File: config.mk
export PLATFORM = sky130hd
export DESIGN_NAME = sdrd_capture
export DESIGN_NICKNAME = d
export VERILOG_FILES = /design/src/rtl/sdrd_capture.sv
export SDC_FILE = /design/constraint.sdc
export NUM_CORES = 1
export LEC_CHECK = 0
export ABC_AREA = 1
export BUFFER_PORTS_ARGS = -buffer_cell sky130_fd_sc_hd__buf_2
export CAP_MARGIN = 20
export CELL_PAD_IN_SITES_DETAIL_PLACEMENT = 0
export CELL_PAD_IN_SITES_GLOBAL_PLACEMENT = 1
export CORE_MARGIN = 5
export CORE_UTILIZATION = 49
export DETAILED_ROUTE_END_ITERATION = 6
export PLACE_DENSITY_LB_ADDON = 0.1
export RECOVER_POWER = 25
export SKIP_LAST_GASP = 1
export SLEW_MARGIN = 30
export SYNTH_ARGS = -nofsm -noshare
export SYNTH_HDL_FRONTEND = slang
export SYNTH_SLANG_ARGS = --single-unit
File: constraint.sdc
create_clock -name clk -period 3.5 [get_ports clk]
set_clock_uncertainty 0.15 [all_clocks]
set_input_delay 0.7 -clock clk [delete_from_list [all_inputs] [get_ports clk]]
set_output_delay 0.7 -clock clk [all_outputs]
set_load 0.05 [all_outputs]
File: src/rtl/sdrd_capture.sv
// sdrd_capture: deserialises SDRD bits sampled on qualified serial-window
// reads into bytes (MSB first) and queues them in a small FIFO.
// Optional build macro SDRD_CAPTURE_PARITY_EN adds a 9th odd-parity bit per
// byte, a PAR state and a sticky perr output.
module sdrd_capture #(
   parameter int DEPTH = 4
) (
   input  logic       clk,
   input  logic       rst,
   input  logic       acc_stb,
   input  logic       SSER,
   input  logic       BA13,
   input  logic       BA12,
   input  logic       BR_W,
   input  logic       SDRD,
   input  logic       rd_en,
   output logic [7:0] rd_data,
   output logic       rd_valid,
   input  logic       ovf_clr,
   output logic       ovf
`ifdef SDRD_CAPTURE_PARITY_EN
   ,
   output logic       perr
`endif
);

   localparam int AW = (DEPTH > 1) ? $clog2(DEPTH) : 1;
   localparam int CW = AW + 1;

`ifdef SDRD_CAPTURE_PARITY_EN
   typedef enum logic [1:0] {IDLE = 2'd0, SHIFT = 2'd1, PAR = 2'd2} state_t;
`else
   typedef enum logic [1:0] {IDLE = 2'd0, SHIFT = 2'd1} state_t;
`endif

   state_t       state_q, state_d;
   logic [2:0]   bcnt_q, bcnt_d;
   logic [7:0]   shreg_q, shreg_d;
   logic         push;
   logic [7:0]   push_byte;

   logic [7:0]   mem_q [DEPTH];
   logic [AW-1:0] wr_q, rd_q;
   logic [CW-1:0] cnt_q;
   logic         ovf_q;
   logic         full, pop, push_ok, ovf_set;

   // Bus decode: only the serial window at BA13:BA12 = 01 counts.
   logic window, qrd, restart;
   assign window  = acc_stb & ~SSER & ~BA13 & BA12;
   assign qrd     = window & BR_W;
   assign restart = window & ~BR_W;

`ifdef SDRD_CAPTURE_PARITY_EN
   logic perr_set;
   logic perr_q;
   assign perr = perr_q;
`endif

   // Deserialiser state register.
   always_ff @(posedge clk) begin
      if (rst) begin
         state_q <= IDLE;
         bcnt_q  <= 3'd0;
         shreg_q <= 8'd0;
      end else begin
         state_q <= state_d;
         bcnt_q  <= bcnt_d;
         shreg_q <= shreg_d;
      end
   end

   // Next-state: shift on qualified reads, abandon the byte on a restart.
   always_comb begin
      state_d   = state_q;
      bcnt_d    = bcnt_q;
      shreg_d   = shreg_q;
      push      = 1'b0;
      push_byte = shreg_q;
`ifdef SDRD_CAPTURE_PARITY_EN
      perr_set  = 1'b0;
`endif
      if (restart) begin
         state_d = IDLE;
         bcnt_d  = 3'd0;
         shreg_d = 8'd0;
      end else if (qrd) begin
         case (state_q)
            IDLE, SHIFT: begin
               shreg_d = {shreg_q[6:0], SDRD};
               if (bcnt_q == 3'd7) begin
`ifdef SDRD_CAPTURE_PARITY_EN
                  // Full byte held; wait for the parity bit before queuing.
                  state_d = PAR;
                  bcnt_d  = 3'd0;
`else
                  push      = 1'b1;
                  push_byte = {shreg_q[6:0], SDRD};
                  state_d   = IDLE;
                  bcnt_d    = 3'd0;
                  shreg_d   = 8'd0;
`endif
               end else begin
                  state_d = SHIFT;
                  bcnt_d  = bcnt_q + 3'd1;
               end
            end
`ifdef SDRD_CAPTURE_PARITY_EN
            PAR: begin
               // Odd parity: data plus parity bit must hold an odd number of ones.
               push_byte = shreg_q;
               if (^{shreg_q, SDRD}) begin
                  push = 1'b1;
               end else begin
                  perr_set = 1'b1;
               end
               state_d = IDLE;
               bcnt_d  = 3'd0;
               shreg_d = 8'd0;
            end
`endif
            default: begin
               state_d = IDLE;
               bcnt_d  = 3'd0;
               shreg_d = 8'd0;
            end
         endcase
      end
   end

   assign full    = (cnt_q == CW'(DEPTH));
   assign pop     = rd_en & (cnt_q != '0);
   // A pop in the same cycle frees the slot, so a full FIFO still accepts.
   assign push_ok = push & (~full | pop);
   assign ovf_set = push & full & ~pop;

   // FIFO pointers, occupancy and sticky flags; new events beat clears.
   always_ff @(posedge clk) begin
      if (rst) begin
         wr_q  <= '0;
         rd_q  <= '0;
         cnt_q <= '0;
         ovf_q <= 1'b0;
      end else begin
         if (push_ok) wr_q <= wr_q + 1'b1;
         if (pop)     rd_q <= rd_q + 1'b1;
         case ({push_ok, pop})
            2'b10:   cnt_q <= cnt_q + 1'b1;
            2'b01:   cnt_q <= cnt_q - 1'b1;
            default: cnt_q <= cnt_q;
         endcase
         if (ovf_set)      ovf_q <= 1'b1;
         else if (ovf_clr) ovf_q <= 1'b0;
      end
   end

`ifdef SDRD_CAPTURE_PARITY_EN
   // Sticky parity error, cleared by the same clear strobe as overflow.
   always_ff @(posedge clk) begin
      if (rst)           perr_q <= 1'b0;
      else if (perr_set) perr_q <= 1'b1;
      else if (ovf_clr)  perr_q <= 1'b0;
   end
`endif

   // FIFO storage; contents need no reset since occupancy gates visibility.
   always_ff @(posedge clk) begin
      if (push_ok) mem_q[wr_q] <= push_byte;
   end

   // Head byte is read combinationally so it is valid alongside rd_valid.
   assign rd_data  = mem_q[rd_q];
   assign rd_valid = (cnt_q != '0);
   assign ovf      = ovf_q;

endmodule

* After elaboration in Yosys (flattened, before gate mapping)
Memory sizes are Yosys's and may differ from the RTL's. A register that Yosys moved wholly into a read port is not among the register bits. Cells that the tools add are included.
Word-level totals: register bits 21, bits in latches 0, RAM bits 32, ROM bits 0, input port bits 10, output and inout bits 10, word-level logic and storage cells 60, memories kept 1
Operators by class: $add $sub $neg 5, multiply operators 0, div/mod/pow operators 0, $lt $le $gt $ge 0, equality and inequality tests 5, shift-type cells 0, multiplexer cells 21, bitwise logic cells 15, reduce and logical (&&, ||, !) cells 6
Memories:
- mem_q | depth 4, width 8, rd ports 1, clocked after memory_dff 1, wr ports 1, line 42 | logic [7:0] mem_q [DEPTH];
Operators with widths (number):
- $mux W8 | 6
- $and A1 B1 Y1 | 9
- $mux W1 | 9
- $add A3 B1 Y3 const B | 2
- $eq A3 B3 Y1 const B | 2
- $mux W2 | 3
- $mux W3 | 2
- $pmux W3 S2 | 1
- $not A1 Y1 | 5
- $add A2 B1 Y2 const B | 2
- $eq A2 B1 Y1 const B | 2
- $reduce_bool A2 Y1 | 2
- $reduce_or A2 Y1 | 2
- $reduce_bool A3 Y1 | 1
- $sub A3 B1 Y3 const B | 1
- $eq A2 B2 Y1 const B | 1
- $logic_not A2 Y1 | 1
- $or A1 B1 Y1 | 1

* Longest topological paths before layout
word-level depth 10, mapped depth 13, mapped depth without buffers 13

* Least setup slack after synthesis
OpenSTA, ideal clock, no wires.
path kind register to output, start reg with a tool-made name, end out rd_data[5], arrival 1.604 ns, required time 2.650 ns, slack 1.046 ns, cell stages (with the launch flop) 5, path buffers 1, cells stage by stage dfxtp_1 -> inv_1 -> clkbuf_1 -> o21ai_0 -> o22ai_1
RTL lines:
- end, declared | line 17 | output logic [7:0] rd_data,

* Worst setup path after layout
start in SSER, end reg cnt_q[2]
On the way: longest elaborated chain between the ends 10, elaborated cells between the ends (all ways) 13, classes of those cells 2 x eq/ne; 3 x mux; 7 x bitwise; 1 x reduce/logical
RTL lines:
- start, declared | line 11 | input logic SSER,
- $not A1 Y1 (*) | line 50 | assign window = acc_stb & ~SSER & ~BA13 & BA12;
- $and A1 B1 Y1 (*) (3 in series) | line 50
- $and A1 B1 Y1 | line 51 | assign qrd = window & BR_W;
- $mux W1 | line 87 | end else if (qrd) begin
- $mux W1 (*) | line 83 | if (restart) begin
- $and A1 B1 Y1 (*) | line 134 | assign push_ok = push & (~full | pop);
- $eq A2 B1 Y1 or $eq A2 B2 Y1 (tied branches) | line 147 | case ({push_ok, pop})
- $pmux W3 S2 or $reduce_bool A2 Y1 (tied branches)
- end signal, assigned | line 148 | 2'b10: cnt_q <= cnt_q + 1'b1;
- end signal, assigned | line 149 | 2'b01: cnt_q <= cnt_q - 1'b1;
- end signal, assigned | line 150 | default: cnt_q <= cnt_q;
- end, declared | line 44 | logic [CW-1:0] cnt_q;
Mark *: on every way between the ends. The rest lies on a longest branch, timed or not. A chain may end at the register's enable or synchronous reset.

==> run_results.csv <==
group,metric,value,unit
outcome,outcome,"complete, no violations",
clock_network,clock_latency,300,ps
floorplan,dieArea,6030,sq um
floorplan,coreArea,4380,sq um
sta,slew_headroom,53.8,%
power_and_ir_drop,p_int,918,uW
route,drc,0,
finish,synthToLayoutAreaGrowth,9.21,%
route,wl_per_cell,15.1,um
finish,multi_input_area,727,sq um
sta,tns,0,ps
finish,nFillCells,412,
logic_synthesis,synth_cells,218,
clock_network,cts_max_level,2,
logic_synthesis,avgSynthCellArea,10.3,sq um
logic_synthesis,synth_fp_nets,235,
sta,timing.final.crit_period,2930,ps
clock_network,cts_resized,0,
clock_network,ctsHoldBuffers,0,
floorplan,die_x,77.6,um
logic_synthesis,synthDistinctLibCells,26,
floorplan,ios,20,
logic_synthesis,ys_warn_count,0,
grt,antenna_found_initial,0,
critical_path,cp_cell_sequence,"buf_2, nor2_1, nand3_1, clkinvlp_2, nand2_2, nand2_2, inv_1, fa_1, inv_1, nand3_1, a21oi_1, nor2_1",
placement,dp.final_hpwl,3.33,mm
placement,place.gp.congestion,0.818,
critical_path,end_kind,"flip-flop",
critical_path,path_max_fanout,15,
sta,max_slew.worst_pin.slew,691,ps
logic_synthesis,synth_seq_area_share,61.6,%
sta,finalHoldViolCount,0,
critical_path,arrival,2980,ps
critical_path,cpPeakStageDelay,490,ps
clock_network,cts-buffers-inserted,5,
grt,grt_pass1_vias,1535,
route,wl,4.44,mm
power_and_ir_drop,p_leak,0.000901,uW
floorplan,dieHeight,77.6,um
grt,track_usage,15.9,%
power_and_ir_drop,p_per_area,591,nW/um^2
route,dr.pass1.iters,5,
clock_network,post_cts_buffers,0,
critical_path,path_delay_family,"simple AND/OR/NAND/NOR gates",
sta,period_share,83.7,%
clock_network,cts-root-buf,"clkbuf_8",
floorplan,start_util,51.1,%
power_and_ir_drop,power_frac_seq,49.7,%
floorplan,fp-row-count,24,
sta,drv_slew,0,
critical_path,cp.required,3550,ps
grt,grt_pass1_wl,7.46,mm
placement,place_ws,766,ps
logic_synthesis,synth_top_area_cell,"edfxtp_1",
logic_synthesis,ys_ff_latch,53,
clock_network,cts_tree,"yes",
sta,layout_setup_ws,570,ps
route,viasPerCell,5.41,
power_and_ir_drop,peakVddDrop,0.445,mV
sta,max_freq,0.341,GHz
sta,rsz0062_at_grt,"false",
logic_synthesis,synthTopCellsByArea,"edfxtp_1 43%, dfxtp_1 19%, o21ai_0 4.7%, nand2_1 4.4%, nor2_1 4.4%",
critical_path,start_kind,"input pin",
finish,most-common-layout-cells,"32 x edfxtp_1, 28 x nor2_1, 27 x nand2_1",
logic_synthesis,synthDominantCellAreaShare,42.9,%
placement,place.port_buffers,19,
clock_network,clk_path_buf_depth,2,
grt,grt_max_degree,18,
grt,overflow,0,
clock_network,cts.reportedPaths.clkPinSlew,90,ps
finish,diodes,0,
route,num_vias,1586,
power_and_ir_drop,power_switching_share,36.6,%
route,drtAntennaViolNets,0,
critical_path,cp.buffers_inverters,4,
finish,register_area,1380,sq um
critical_path,crit_type,"input pin to flip-flop",
power_and_ir_drop,pwr-share-clk,23.4,%
sta,setup_viol,0,
power_and_ir_drop,comb_power_share,27.0,%
critical_path,cp_slowest_cell,"clkinvlp_2",
route,drt_iter0_markers,131,
finish,num-nets-final,257,
logic_synthesis,synth_area,2240,sq um
worst_hold_path,hold_class,"flip-flop to flip-flop",
power_and_ir_drop,power_switching,529,uW
finish,layout-drive-gt1-share,15.4,%
finish,layout_commonest_cell,"edfxtp_1",
flow_run,cap_violations,0,
clock_network,cts_sinks,53,
==> tightest hold or removal path: cells and delay by family, from the launching register on <==
family | cells | cell delay, ps
buffers and inverters | 1 | 60
AO/OA/AOI/OAI | 1 | 70
flip-flops | 1 | 310
==> worst paths after layout <==
kind / startpoint / end / slack (ps) / depth (start not counted)
setup / recovery: SSER / cnt_q[2] / 570 / 12
hold / removal: rd_q[1] / rd_q[1] / 320 / 2
setup reg to reg: bcnt_q[0] / mem_q[0][7] / 1150 / 6
hold reg to reg: rd_q[1] / rd_q[1] / 320 / 2
==> per-stage QoR <==
stage / utilization (%) / total power (uW) / instance area (sq um) / std cells / hold slack, ps
2_1_floorplan: - / 1040 / 2240 / 218 / 286
3_3_place_gp: 54.3 / 1120 / 2380 / 285 / 302
3_5_place_dp: 54.3 / 1130 / 2380 / 285 / 306
4_1_cts: 56.3 / 1470 / 2470 / 293 / 323
5_1_grt: 55.8 / 1530 / 2450 / 293 / 351
6_report: 55.8 / 1450 / 2450 / 293 / 320
==> cell families after synthesis <==
| group | count (synthesis) | synth area share (%) |
|---|---|---|
| buffers and inverters | 27 | 5.03 |
| AOI/OAI and AO/OA | 53 | 12.8 |
| adders and majority gates | 7 | 4.24 |
| and+or+nand+nor | 78 | 16.3 |
| DFF | 53 | 61.6 |
==> metal layers <==
metal	GRT usage (%)	wire, um
met1	19.9	1860
met2	26.2	2250
met3	4.17	254
met5	0	0
met4	6.36	72
==> cell usage after synthesis <==
master	count
inv_2	2
nand3_2	1
fa_1	1
nand2_1	26
nand3_1	15
edfxtp_1	32
nor2_4	1
buf_6	1
dfxtp_1	21
a21oi_1	17
ha_1	6
nand2_2	5
inv_1	19
nand4_2	1
a211oi_1	2
o21ai_0	21
clkinv_2	1
nand3_4	1
nor2_2	2
clkbuf_1	2
o22ai_1	8
buf_2	2
o211ai_1	1
nor2_1	26
o21ai_1	3
a2bb2oi_1	1
==> power by group through the flow <==
| stage | Combinational, uW | Clock [uW] | Sequential [uW] |
|---|---|---|---|
| floorplan | 323 | 0 | 718 |
| global placement | 390 | 0 | 733 |
| detailed placement | 396 | 0 | 735 |
| CTS | 398 | 352 | 721 |
| global route | 426 | 375 | 726 |
| finish | 390 | 338 | 718 |
==> state kept, by name, indices dropped and copies added (netlist names), named ones only <==
| register | cells |
|---|---|
| rd_q | 2 |
| mem_q | 32 |
| ovf | 1 |
| cnt_q | 3 |
| wr_q | 2 |
| shreg_q | 8 |
| bcnt_q | 3 |
==> final cells by class <==
cell class | instances | share of cell area [%]
Clock inverter | 2 | 0.613
Timing Repair Buffer | 20 | 4.19
Multi-Input combinational cell | 138 | 29.7
Sequential cell | 53 | 56.4
Inverter | 22 | 3.43
Clock buffer | 6 | 2.97
Tap cell | 52 | 2.66
No activity file was read; power rests on OpenSTA's default activity.
